<file path="config.mk">
export PLATFORM = sky130hd
export DESIGN_NAME = up_down_counter_param
export DESIGN_NICKNAME = d
export VERILOG_FILES = /design/src/rtl/up_down_counter_param.sv
export SDC_FILE = /design/constraint.sdc
export NUM_CORES = 1
export LEC_CHECK = 0
export CORE_UTILIZATION = 51
export DETAILED_ROUTE_END_ITERATION = 12
export GPL_TIMING_DRIVEN = 0
export HOLD_SLACK_MARGIN = 0.03
export PLACE_DENSITY = 0.8
export SLEW_MARGIN = 20
export SYNTH_ARGS = -nofsm -noshare
export SYNTH_HDL_FRONTEND = slang
export SYNTH_SLANG_ARGS = --single-unit
export TNS_END_PERCENT = 20
</file>
<file path="constraint.sdc">
create_clock -name clk -period 4.6 [get_ports clk]
set_input_delay 0.92 -clock clk [delete_from_list [all_inputs] [get_ports clk]]
set_output_delay 0.92 -clock clk [all_outputs]
set_load 0.02 [all_outputs]
</file>
<file path="src/rtl/up_down_counter_param.sv">
// Parametrised up/down counter with modulus, enable, clear, load, terminal count and wrap pulses.
// Build option: define UP_DOWN_COUNTER_SATURATE_EN to hold at the bounds instead of wrapping.
module up_down_counter_param #(
  parameter int unsigned      WIDTH   = 8,
  parameter longint unsigned  MAX_VAL = (64'd1 << WIDTH) - 64'd1
) (
  input  logic             clk,
  input  logic             rst,
  input  logic             en,
  input  logic             mode,
  input  logic             sclr,
  input  logic             load,
  input  logic [WIDTH-1:0] load_val,
  output logic [WIDTH-1:0] count,
  output logic             tc,
  output logic             ovf,
  output logic             unf
);

  localparam logic [WIDTH-1:0] MAX_W  = WIDTH'(MAX_VAL);
  localparam logic [WIDTH-1:0] ZERO_W = '0;
  localparam logic [WIDTH-1:0] ONE_W  = WIDTH'(1);

  logic [WIDTH-1:0] count_nxt;
  logic             ovf_nxt;
  logic             unf_nxt;
  logic             at_max;
  logic             at_zero;

  assign at_max  = (count == MAX_W);
  assign at_zero = (count == ZERO_W);

  // Terminal count warns of a wrap on the next enabled edge; sclr/load are left to the consumer.
  assign tc = en & (mode ? at_max : at_zero);

  // Next-state selection, priority sclr > load > en; bounds compared explicitly for any modulus.
  always_comb begin
    count_nxt = count;
    ovf_nxt   = 1'b0;
    unf_nxt   = 1'b0;
    if (sclr) begin
      count_nxt = ZERO_W;
    end else if (load) begin
      count_nxt = (load_val > MAX_W) ? MAX_W : load_val;
    end else if (en) begin
      if (mode) begin
        if (at_max) begin
          ovf_nxt = 1'b1;
`ifdef UP_DOWN_COUNTER_SATURATE_EN
          count_nxt = MAX_W;
`else
          count_nxt = ZERO_W;
`endif
        end else begin
          count_nxt = count + ONE_W;
        end
      end else begin
        if (at_zero) begin
          unf_nxt = 1'b1;
`ifdef UP_DOWN_COUNTER_SATURATE_EN
          count_nxt = ZERO_W;
`else
          count_nxt = MAX_W;
`endif
        end else begin
          count_nxt = count - ONE_W;
        end
      end
    end
  end

  always_ff @(posedge clk or negedge rst) begin
    if (!rst) begin
      count <= ZERO_W;
      ovf   <= 1'b0;
      unf   <= 1'b0;
    end else begin
      count <= count_nxt;
      ovf   <= ovf_nxt;
      unf   <= unf_nxt;
    end
  end

endmodule

</file>
==> results of run 1 <==
==> power groups by stage <==
stage | Combinational [mW] | Sequential (mW) | Clock (mW)
3_3_place_gp | 0.109 | 0.101 | 0
4_1_cts | 0.112 | 0.0995 | 0.0848
5_1_grt | 0.122 | 0.100 | 0.0882
6_report | 0.113 | 0.0995 | 0.0833
2_1_floorplan | 0.0674 | 0.107 | 0
3_5_place_dp | 0.111 | 0.101 | 0
==> path summary, 6_finish.rpt <==
check	from	to	slack, ns	cells after the start
worst min register to register	count[2]$_DFFE_PN0P_	count[2]$_DFFE_PN0P_	0.75	3
max in group asynchronous	rst	count[6]$_DFFE_PN0P_	3.30	1
min in group asynchronous	rst	count[5]$_DFFE_PN0P_	0.97	1
worst min-delay path	count[2]$_DFFE_PN0P_	count[2]$_DFFE_PN0P_	0.75	3
worst max register to register	count[1]$_DFFE_PN0P_	count[2]$_DFFE_PN0P_	2.35	7
worst max-delay path	mode	tc	0.70	6
==> worst max-delay path: stages <==
cell	delay, ns
clkdlybuf4s50_1	0.59
clkbuf_1	0.39
nand4_1	0.19
nor2_1	0.16
o21a_1	0.13
clkdlybuf4s50_1	0.60
==> through the flow <==
stage,std cells,util,hold slack (ns)
after detailed placement,157,0.692,0.755
after global routing,161,0.713,0.770
after CTS,161,0.713,0.742
final,161,0.713,0.748
after global placement,157,0.692,0.716
after floorplan,110,-,0.624
==> routing by layer <==
metal / wire length (um) / share of wire
met5: 0 / 0
met4: 38 / 0.016
met3: 182 / 0.075
met2: 1190 / 0.49
met1: 1020 / 0.42
==> cells by family after synthesis <==
family,count (synthesis),synth area share
AO/OA/AOI/OAI,34,0.259
multiplexers,2,0.0222
flip-flops,10,0.261
adder cells (fa/ha/maj),3,0.0392
XOR/XNOR,5,0.0457
buffers and inverters,19,0.129
AND/OR/NAND/NOR,37,0.243
==> cell usage after synthesis <==
cell       instances  area, sq um
a31oi_1            2         12.5
or3_1              3         18.8
mux2_2             1         11.3
o21a_1             1         7.51
buf_4              1         7.51
o31ai_1            2         15.0
nor3_1             3         15.0
a221o_2            1         11.3
and4_2             1         10.0
ha_1               3         37.5
clkbuf_4           1         7.51
a21oi_2            1         8.76
xor2_1             1         8.76
o311ai_0           1         8.76
mux2i_1            1         10.0
inv_1              8         30.0
or4_4              1         11.3
a2111o_1           2         22.5
o21bai_1           1         7.51
nor4_4             1         21.3
nand4_1            2         12.5
nor3b_1            6         45.0
nand2_1            4         15.0
nor2b_1            2         12.5
buf_6              6         67.6
xnor2_1            4         35.0
o21ai_0            5         25.0
and2b_2            1         8.76
nand3_1            4         20.0
nor2_1             6         22.5
a221oi_1           1         8.76
a21oi_1            9         45.0
a221oi_2           1         15.0
a32oi_1            2         17.5
and3_1             1         6.26
or2_2              1         6.26
dfrtp_1           10          250
o2bb2ai_1          3         26.3
o211ai_1           1         7.51
and3_2             1         7.51
a2111oi_0          1         8.76
clkbuf_1           3         11.3
==> sequential cells by signal, indices dropped and copies added (netlist names) <==
| signal | cells |
|---|---|
| count | 8 |
| ovf | 1 |
| unf | 1 |
==> cell type report <==
| cell class | instances | area [sq um] |
|---|---|---|
| fill | 149 | 500 |
| clock buffer | 4 | 36.3 |
| sequential | 10 | 250 |
| timing repair buffer | 22 | 220 |
| tap | 25 | 31.3 |
| multi-input combinational | 81 | 583 |
| buffer | 11 | 93.8 |
| inverter | 8 | 30.0 |
==> key figures, run 1 <==
Pwr
  – Total power: around 0.30 mW
  – PD cells: about 240 nW/um^2
  – Static leakage power: between 0.4 and 0.5 nW
  – Internal Power: slightly below 0.2 mW
  – Comb pwr share: 0.381
  – Sw Share: 0.335
  – Worst vdd ir: 0.000127 V
  – NetSw: between 0.09 and 0.1 mW
  – Clock power share: 0.282
  – Share of power burned in registers: 0.337

Clock network
  – Cts-stage hold buffer count: 0
  – CTS Sinks: 10
  – CTS tree: yes
  – Clock root buffer master: clkbuf_4
  – CTS resizes: 0
  – CTS Buffer Depth: 2
  – Htree depth: 1
  – Worst skew pair latency: approximately 0.27 ns
  – Setup Fix Bufs, Post-CTS: 0
  – CTS clk-pin slew, worst paths: approximately 0.080 ns
  – Inserted Clock Buffers: 3

Logic synthesis
  – Syn_nets: about 130
  – Synthesized area: roughly 960 sq um
  – Syn Area/Cell: just under 9 sq um
  – Cell variety after synth: between 40 and 50
  – Synthesized instance count: 110
  – Sequential share of the synthesized area: 0.261
  – YS warnings: 0
  – Register bit total from synthesis: 10

Worst hold path
  – Hold crit path type: flop to flop

STA
  – Final hold violation count: 0
  – Skew final: a little under 0.005 ns
  – Slew Viols, Final: 0
  – Fin crit share: 0.847
  – Final TNS setup: 0 ns
  – Worst Setup Slack, final: about 0.7 ns
  – Worst-margin pin slew: around 0.48 ns
  – RSZ-0062 raised after global routing: false
  – Tmin final: approximately 3.9 ns
  – Setup violations, final: 0
  – Fmax: 257 MHz
  – Worst rel slew slack: 0.680

Setup path
  – Worst setup path category: input pin to output pin
  – Worst Path Max Fanout: 10
  – WP data required: around 3.7 ns
  – Worst setup EP type: output pin
  – Worst EP arrival: roughly 3.0 ns
  – Setup crit start kind: input pin

Route
  – Detailed Route WL: between 2 and 2.5 mm
  – First DRT Iteration DRCs: 25
  – Vias per inst: approximately 5.9
  – Drt wl/cell: around 15 um
  – Remaining antenna violation count after routing: 0
  – DR pass1 iterations: 4
  – Via count: 952
  – DRC viols: 0

Layout
  – Layout cell share with drive strength beyond 1: 0.162
  – Most frequent cells in the layout: 22 x clkdlybuf4s50_1, 10 x dfrtp_1, 9 x a21oi_1, 8 x inv_1
  – Fin nets: between 150 and 200
  – Area delta synth->final: 30.1%
  – Commonest non-fill, non-tap cell in the layout: clkdlybuf4s50_1
  – Diode count: 0
  – Post-Layout Inst Area: between 1000 and 1500 sq um

Global routing
  – Initial antenna violation count: 0
  – First-pass GRT wire length: just under 4 mm
  – All-Layer GR Usage: 0.266
  – Pin count of the biggest net entering global routing: 11
  – Met3 Track Usage GR: 0.0280
  – Vias in the first global route: approximately 900
  – GRT overflow: 0
  – Global route hottest layer: met2
  – GR Layer Usage met2: 0.438
  – Met1 usage: 0.354

Status
  – Status: complete, no violations

Floorplanning
  – I/O Pins: 25
  – Die area: between 2000 and 2500 sq um
  – Initial core utilization: 0.548
  – Die width: 45.3 um
  – Core area: around 1700 sq um
  – Core Rows: 15
  – Die height: around 45 um

Job
  – Max-cap violations: 0

Place
  – Gpl congestion: 0.862
  – IO Port Bufs: 22
  – Worst slack, placed: 0.702 ns
  – Placement Cell Area: between 1000 and 1500 sq um
  – Detail Placement HPWL: ~1.8 mm
(Power assumes the default switching activity.)
==> run 2, diff against run 1 <==
--- a/config.mk
+++ b/config.mk
@@ -5,11 +5,12 @@
 export SDC_FILE = /design/constraint.sdc
 export NUM_CORES = 1
 export LEC_CHECK = 0
-export CORE_UTILIZATION = 51
+export CORE_ASPECT_RATIO = 1.5
+export CORE_UTILIZATION = 48
 export DETAILED_ROUTE_END_ITERATION = 12
 export GPL_TIMING_DRIVEN = 0
 export HOLD_SLACK_MARGIN = 0.03
-export PLACE_DENSITY = 0.8
+export PLACE_DENSITY = 0.76
 export SLEW_MARGIN = 20
 export SYNTH_ARGS = -nofsm -noshare
 export SYNTH_HDL_FRONTEND = slang
==> constraint.sdc (replaced) <==
create_clock -name clk -period 3.6 [get_ports clk]
set_input_delay 0.72 -clock clk [delete_from_list [all_inputs] [get_ports clk]]
set_output_delay 0.72 -clock clk [all_outputs]
set_load 0.02 [all_outputs]
==> key figures, run 2 (synthesized netlist as in run 1, its figures left out) <==
Layout
  – Biggest register: count
  – Post-Layout Inst Area: around 1200 sq um
  – Commonest non-fill, non-tap cell in the layout: clkdlybuf4s50_1
  – Most frequent cells in the layout: 22 x clkdlybuf4s50_1, 10 x dfrtp_1, 9 x a21oi_1, 8 x inv_1
  – Multi-input logic area: 583 sq um
  – Layout cell share with drive strength beyond 1: 0.156
  – Max FFs per register: 8
  – Fin nets: between 150 and 200
  – Area delta synth->final: 28.1%
  – Top Registers: count: 8 flops, ovf: 1 flops, unf: 1 flops
  – Fillers: ~170
  – Sequential cell area: ~250 sq um
  – Final core occ: 0.661
  – Diode count: 0

Place
  – Placement Cell Area: ~1200 sq um
  – Detail Placement HPWL: 1.80 mm
  – IO Port Bufs: 22
  – Gpl congestion: 0.897

Global routing
  – GRT overflow: 0
  – Initial antenna violation count: 0
  – All-Layer GR Usage: 0.252
  – First-pass GRT wire length: approximately 4 mm
  – Vias in the first global route: 858
  – Pin count of the biggest net entering global routing: 11

Floorplanning
  – Core Rows: 19
  – Core area: about 1900 sq um
  – Initial core utilization: 0.516
  – Die height: approximately 57 um
  – I/O Pins: 25
  – Die area: between 2000 and 2500 sq um
  – Die width: between 30 and 40 um

STA
  – Slew Viols, Final: 0
  – Fin crit share: 0.975
  – RSZ-0062 raised after global routing: false
  – Final hold violation count: 0
  – Final TNS setup: 0 ns
  – Worst rel slew slack: 0.663
  – Setup violations, final: 0
  – Tmin final: approximately 3.5 ns
  – Skew final: between 0.004 and 0.005 ns
  – Worst-margin pin slew: 0.504 ns
  – Fmax: 285 MHz

Route
  – Via count: between 900 and 1000
  – Drt wl/cell: 16.1 um
  – Remaining antenna violation count after routing: 0
  – Detailed Route WL: between 2 and 3 mm
  – Vias per inst: slightly above 6
  – DR pass1 iterations: 4
  – DRC viols: 0
  – First DRT Iteration DRCs: 29

Clock network
  – CTS resizes: 0
  – Cts-stage hold buffer count: 0
  – CTS Buffer Depth: 2
  – CTS clk-pin slew, worst paths: around 0.080 ns
  – Htree depth: 1
  – Setup Fix Bufs, Post-CTS: 0
  – CTS tree: yes
  – Inserted Clock Buffers: 3
  – Clock root buffer master: clkbuf_4
  – CTS Sinks: 10
  – Worst skew pair latency: between 0.2 and 0.3 ns

Setup path
  – R2R cell count: 7
  – RR Endpoint: count[2]$_DFFE_PN0P_
  – Worst Path Max Fanout: 10
  – Worst setup path category: input pin to output pin
  – Setup crit start kind: input pin
  – Worst EP arrival: around 2.8 ns
  – Worst setup EP type: output pin
  – Flop-to-flop setup slack: around 1.4 ns
  – WP data required: roughly 2.9 ns
  – Launch point of the worst reg-to-reg path: count[1]$_DFFE_PN0P_

Pwr
  – PD cells: 290 nW/um^2
  – Static leakage power: 0.476 nW
  – Total power: approximately 0.36 mW
  – Worst vdd ir: approximately 0.00017 V

Worst hold path
  – Worst hold endpoint: count[2]$_DFFE_PN0P_
  – Hold wc startpoint: sclr
  – Hold Crit Depth: 2
  – Hold crit path type: input pin to flop

Status
  – Status: complete, no violations

Job
  – Max-cap violations: 0
==> run 2: worst max path at each step <==
stage | from | end | slack [ns] | cells after the start
after floorplan | count[1]$_DFFE_PN0P_ | tc | 1.25 | 7
after global placement | mode | tc | 0.13 | 6
after detailed placement | mode | tc | 0.13 | 6
after CTS | mode | tc | 0.12 | 6
after global routing | mode | tc | 0.008 | 6
final | mode | tc | 0.09 | 6
==> run 2: layer usage <==
metal	vias to the layer above	GRT usage	part of all wire
met5	-	0	0
met4	0	0.103	0.029
met3	8	0.0158	0.062
met2	41	0.424	0.50
met1	455	0.319	0.40
li1	459	-	-
==> run 2: layout make-up <==
type | count | share of cell area
well taps | 21 | 0.0214
clock buffers | 3 | 0.0184
plain buffers | 11 | 0.0765
inverters | 8 | 0.0245
flip-flops and latches | 10 | 0.204
repair buffers | 22 | 0.180
multi-input cells | 81 | 0.476
==> run 2: power breakdown <==
| part | internal (mW) | leakage [nW] | switching (mW) |
|---|---|---|---|
| logic | 0.0703 | 0.329 | 0.0739 |
| registers | 0.119 | 0.133 | 0.00760 |
| clock network | 0.0387 | 0.0138 | 0.0457 |
==> run 2: stage by stage <==
| stage | worst slack, ns | hold WS, ns | std cells |
|---|---|---|---|
| after floorplan | 1.25 | 0.424 | 110 |
| after global placement | 0.130 | 0.735 | 153 |
| after detailed placement | 0.129 | 0.741 | 153 |
| after CTS | 0.124 | 0.646 | 156 |
| after global routing | 0.00773 | 0.652 | 156 |
| final | 0.0889 | 0.646 | 156 |
==> run 2: critical path, cell delays in order <==
cell             delay (ns)
clkdlybuf4s50_1        0.61
clkbuf_1               0.39
nand4_1                0.17
nor2_1                 0.17
o21a_1                 0.12
clkdlybuf4s50_1        0.60
==> run 3, diff against run 2 <==
--- a/config.mk
+++ b/config.mk
@@ -5,7 +5,8 @@
 export SDC_FILE = /design/constraint.sdc
 export NUM_CORES = 1
 export LEC_CHECK = 0
-export CORE_ASPECT_RATIO = 1.5
+export CAP_MARGIN = 20
+export CORE_ASPECT_RATIO = 1.4
 export CORE_UTILIZATION = 48
 export DETAILED_ROUTE_END_ITERATION = 12
 export GPL_TIMING_DRIVEN = 0
==> key figures, run 3 (synthesized netlist as in run 1, its figures left out) <==
Layout
  – Most frequent cells in the layout: 22 x clkdlybuf4s50_1, 10 x dfrtp_1, 9 x a21oi_1, 8 x inv_1
  – Final std cells w/o fill: around 160
  – Diode count: 0
  – Max FFs per register: 8
  – Area delta synth->final: 28.1%
  – Post-Layout Inst Area: 1230 sq um
  – Biggest register: count
  – Fin nets: about 150
  – Top Registers: count: 8 flops, ovf: 1 flops, unf: 1 flops
  – Commonest non-fill, non-tap cell in the layout: clkdlybuf4s50_1
  – Layout cell share with drive strength beyond 1: 0.163

Pwr
  – Comb pwr share: 0.413
  – Total power: around 0.35 mW
  – NetSw: ~0.12 mW
  – Worst vdd ir: between 0.0001 and 0.00015 V
  – Clock power share: 0.221
  – Sw Share: 0.345
  – Share of power burned in registers: 0.366
  – Internal Power: 0.228 mW
  – Static leakage power: 0.479 nW
  – PD cells: around 280 nW/um^2

Route
  – DR pass1 iterations: 4
  – Detailed Route WL: ~2.5 mm
  – Remaining antenna violation count after routing: 0
  – Drt wl/cell: around 16 um
  – DRC viols: 0
  – Via count: between 900 and 1000
  – First DRT Iteration DRCs: 35
  – Vias per inst: 6.13

Setup path
  – R2R cell count: 7
  – CP startpoint: mode
  – RR Endpoint: count[4]$_DFFE_PN0P_
  – Worst setup path category: input pin to output pin
  – Worst setup EP type: output pin
  – Worst EP arrival: between 2 and 3 ns
  – WP data required: roughly 2.9 ns
  – Launch point of the worst reg-to-reg path: count[1]$_DFFE_PN0P_
  – Worst Path Max Fanout: 10
  – Flop-to-flop setup slack: between 1 and 1.5 ns
  – Setup crit start kind: input pin

Clock network
  – Htree depth: 1
  – CTS Sinks: 10
  – CTS Buffer Depth: 2
  – Clock root buffer master: clkbuf_4
  – CTS clk-pin slew, worst paths: ~0.070 ns
  – Worst skew pair latency: 0.27 ns
  – CTS tree: yes
  – Inserted Clock Buffers: 3

STA
  – Setup violations, final: 0
  – Fmax: approximately 300 MHz
  – RSZ-0062 raised after global routing: false
  – Fin crit share: 0.928
  – Worst-margin pin slew: 0.453 ns
  – Worst rel slew slack: 0.697
  – Slew Viols, Final: 0
  – Tmin final: between 3 and 4 ns
  – Skew final: 0.00921 ns
  – Final hold violation count: 0
  – Final TNS setup: 0 ns

Worst hold path
  – Hold crit path type: input pin to flop
  – Worst hold endpoint: count[2]$_DFFE_PN0P_
  – Hold wc startpoint: sclr
  – Hold Crit Depth: 2

Floorplanning
  – Core area: between 1500 and 2000 sq um
  – Core Rows: 18
  – Die width: 39.7 um
  – I/O Pins: 25
  – Initial core utilization: 0.525
  – Die height: ~55 um
  – Die area: ~2200 sq um

Global routing
  – All-Layer GR Usage: 0.261
  – Initial antenna violation count: 0
  – Vias in the first global route: roughly 830
  – Pin count of the biggest net entering global routing: 11
  – First-pass GRT wire length: approximately 3.8 mm
  – GRT overflow: 0

Place
  – Gpl congestion: just under 0.9
  – Detail Placement HPWL: 1.77 mm
  – IO Port Bufs: 22
  – Placed insts: between 150 and 200
  – Placement Cell Area: 1200 sq um

Status
  – Status: complete, no violations

Job
  – Max-cap violations: 0
==> run 3: stage by stage <==
step / setup WS (ns) / util / hold WS, ns
after floorplan: 1.25 / - / 0.424
after global placement: 0.145 / 0.659 / 0.728
after detailed placement: 0.127 / 0.659 / 0.734
after CTS: 0.118 / 0.671 / 0.648
after global routing: 0.152 / 0.672 / 0.652
final: 0.261 / 0.672 / 0.648
==> run 3: metal layers <==
layer	share of wire	GRT usage	vias up
li1	-	-	456
met1	0.43	0.331	450
met2	0.50	0.432	39
met3	0.049	0.0203	5
met4	0.021	0.126	0
met5	0	0	-
==> run 3: power groups by stage <==
| stage | combinational [mW] | sequential [mW] | clock [mW] |
|---|---|---|---|
| 3_5_place_dp | 0.143 | 0.129 | 0 |
| 4_1_cts | 0.144 | 0.127 | 0.0768 |
| 2_1_floorplan | 0.0861 | 0.137 | 0 |
| 3_3_place_gp | 0.140 | 0.129 | 0 |
| 6_report | 0.144 | 0.127 | 0.0771 |
| 5_1_grt | 0.157 | 0.128 | 0.0827 |
==> run 3: repair_timing <==
| item | 4_1_cts | 5_1_grt |
|---|---|---|
| buffers inserted | 0 | 0 |
| setup endpoints to repair | 0 | 1 |
| hold buffers | 0 | 0 |
| gates resized for setup | 0 | 2 |
==> run 3: worst max-delay path by stage <==
| stage | end | slack, ns |
|---|---|---|
| finish | tc | 0.26 |
| global route | tc | 0.15 |
| CTS | tc | 0.12 |
| detailed placement | tc | 0.13 |
| global placement | tc | 0.14 |
| floorplan | tc | 1.25 |
==> run 3: critical path, stage by stage <==
cell             delay, ns
clkdlybuf4s50_1       0.57
clkbuf_2              0.27
nand4_1               0.16
nor2_1                0.17
o21a_1                0.13
clkdlybuf4s50_1       0.59
==> run 3: cell type report <==
class / count / area [sq um]
Timing Repair Buffer: 22 / 220
Fill cell: 154 / 598
Buffer: 11 / 95.1
Multi-Input combinational cell: 81 / 583
Tap cell: 20 / 25.0
Inverter: 8 / 30.0
Clock buffer: 3 / 22.5
Sequential cell: 10 / 250
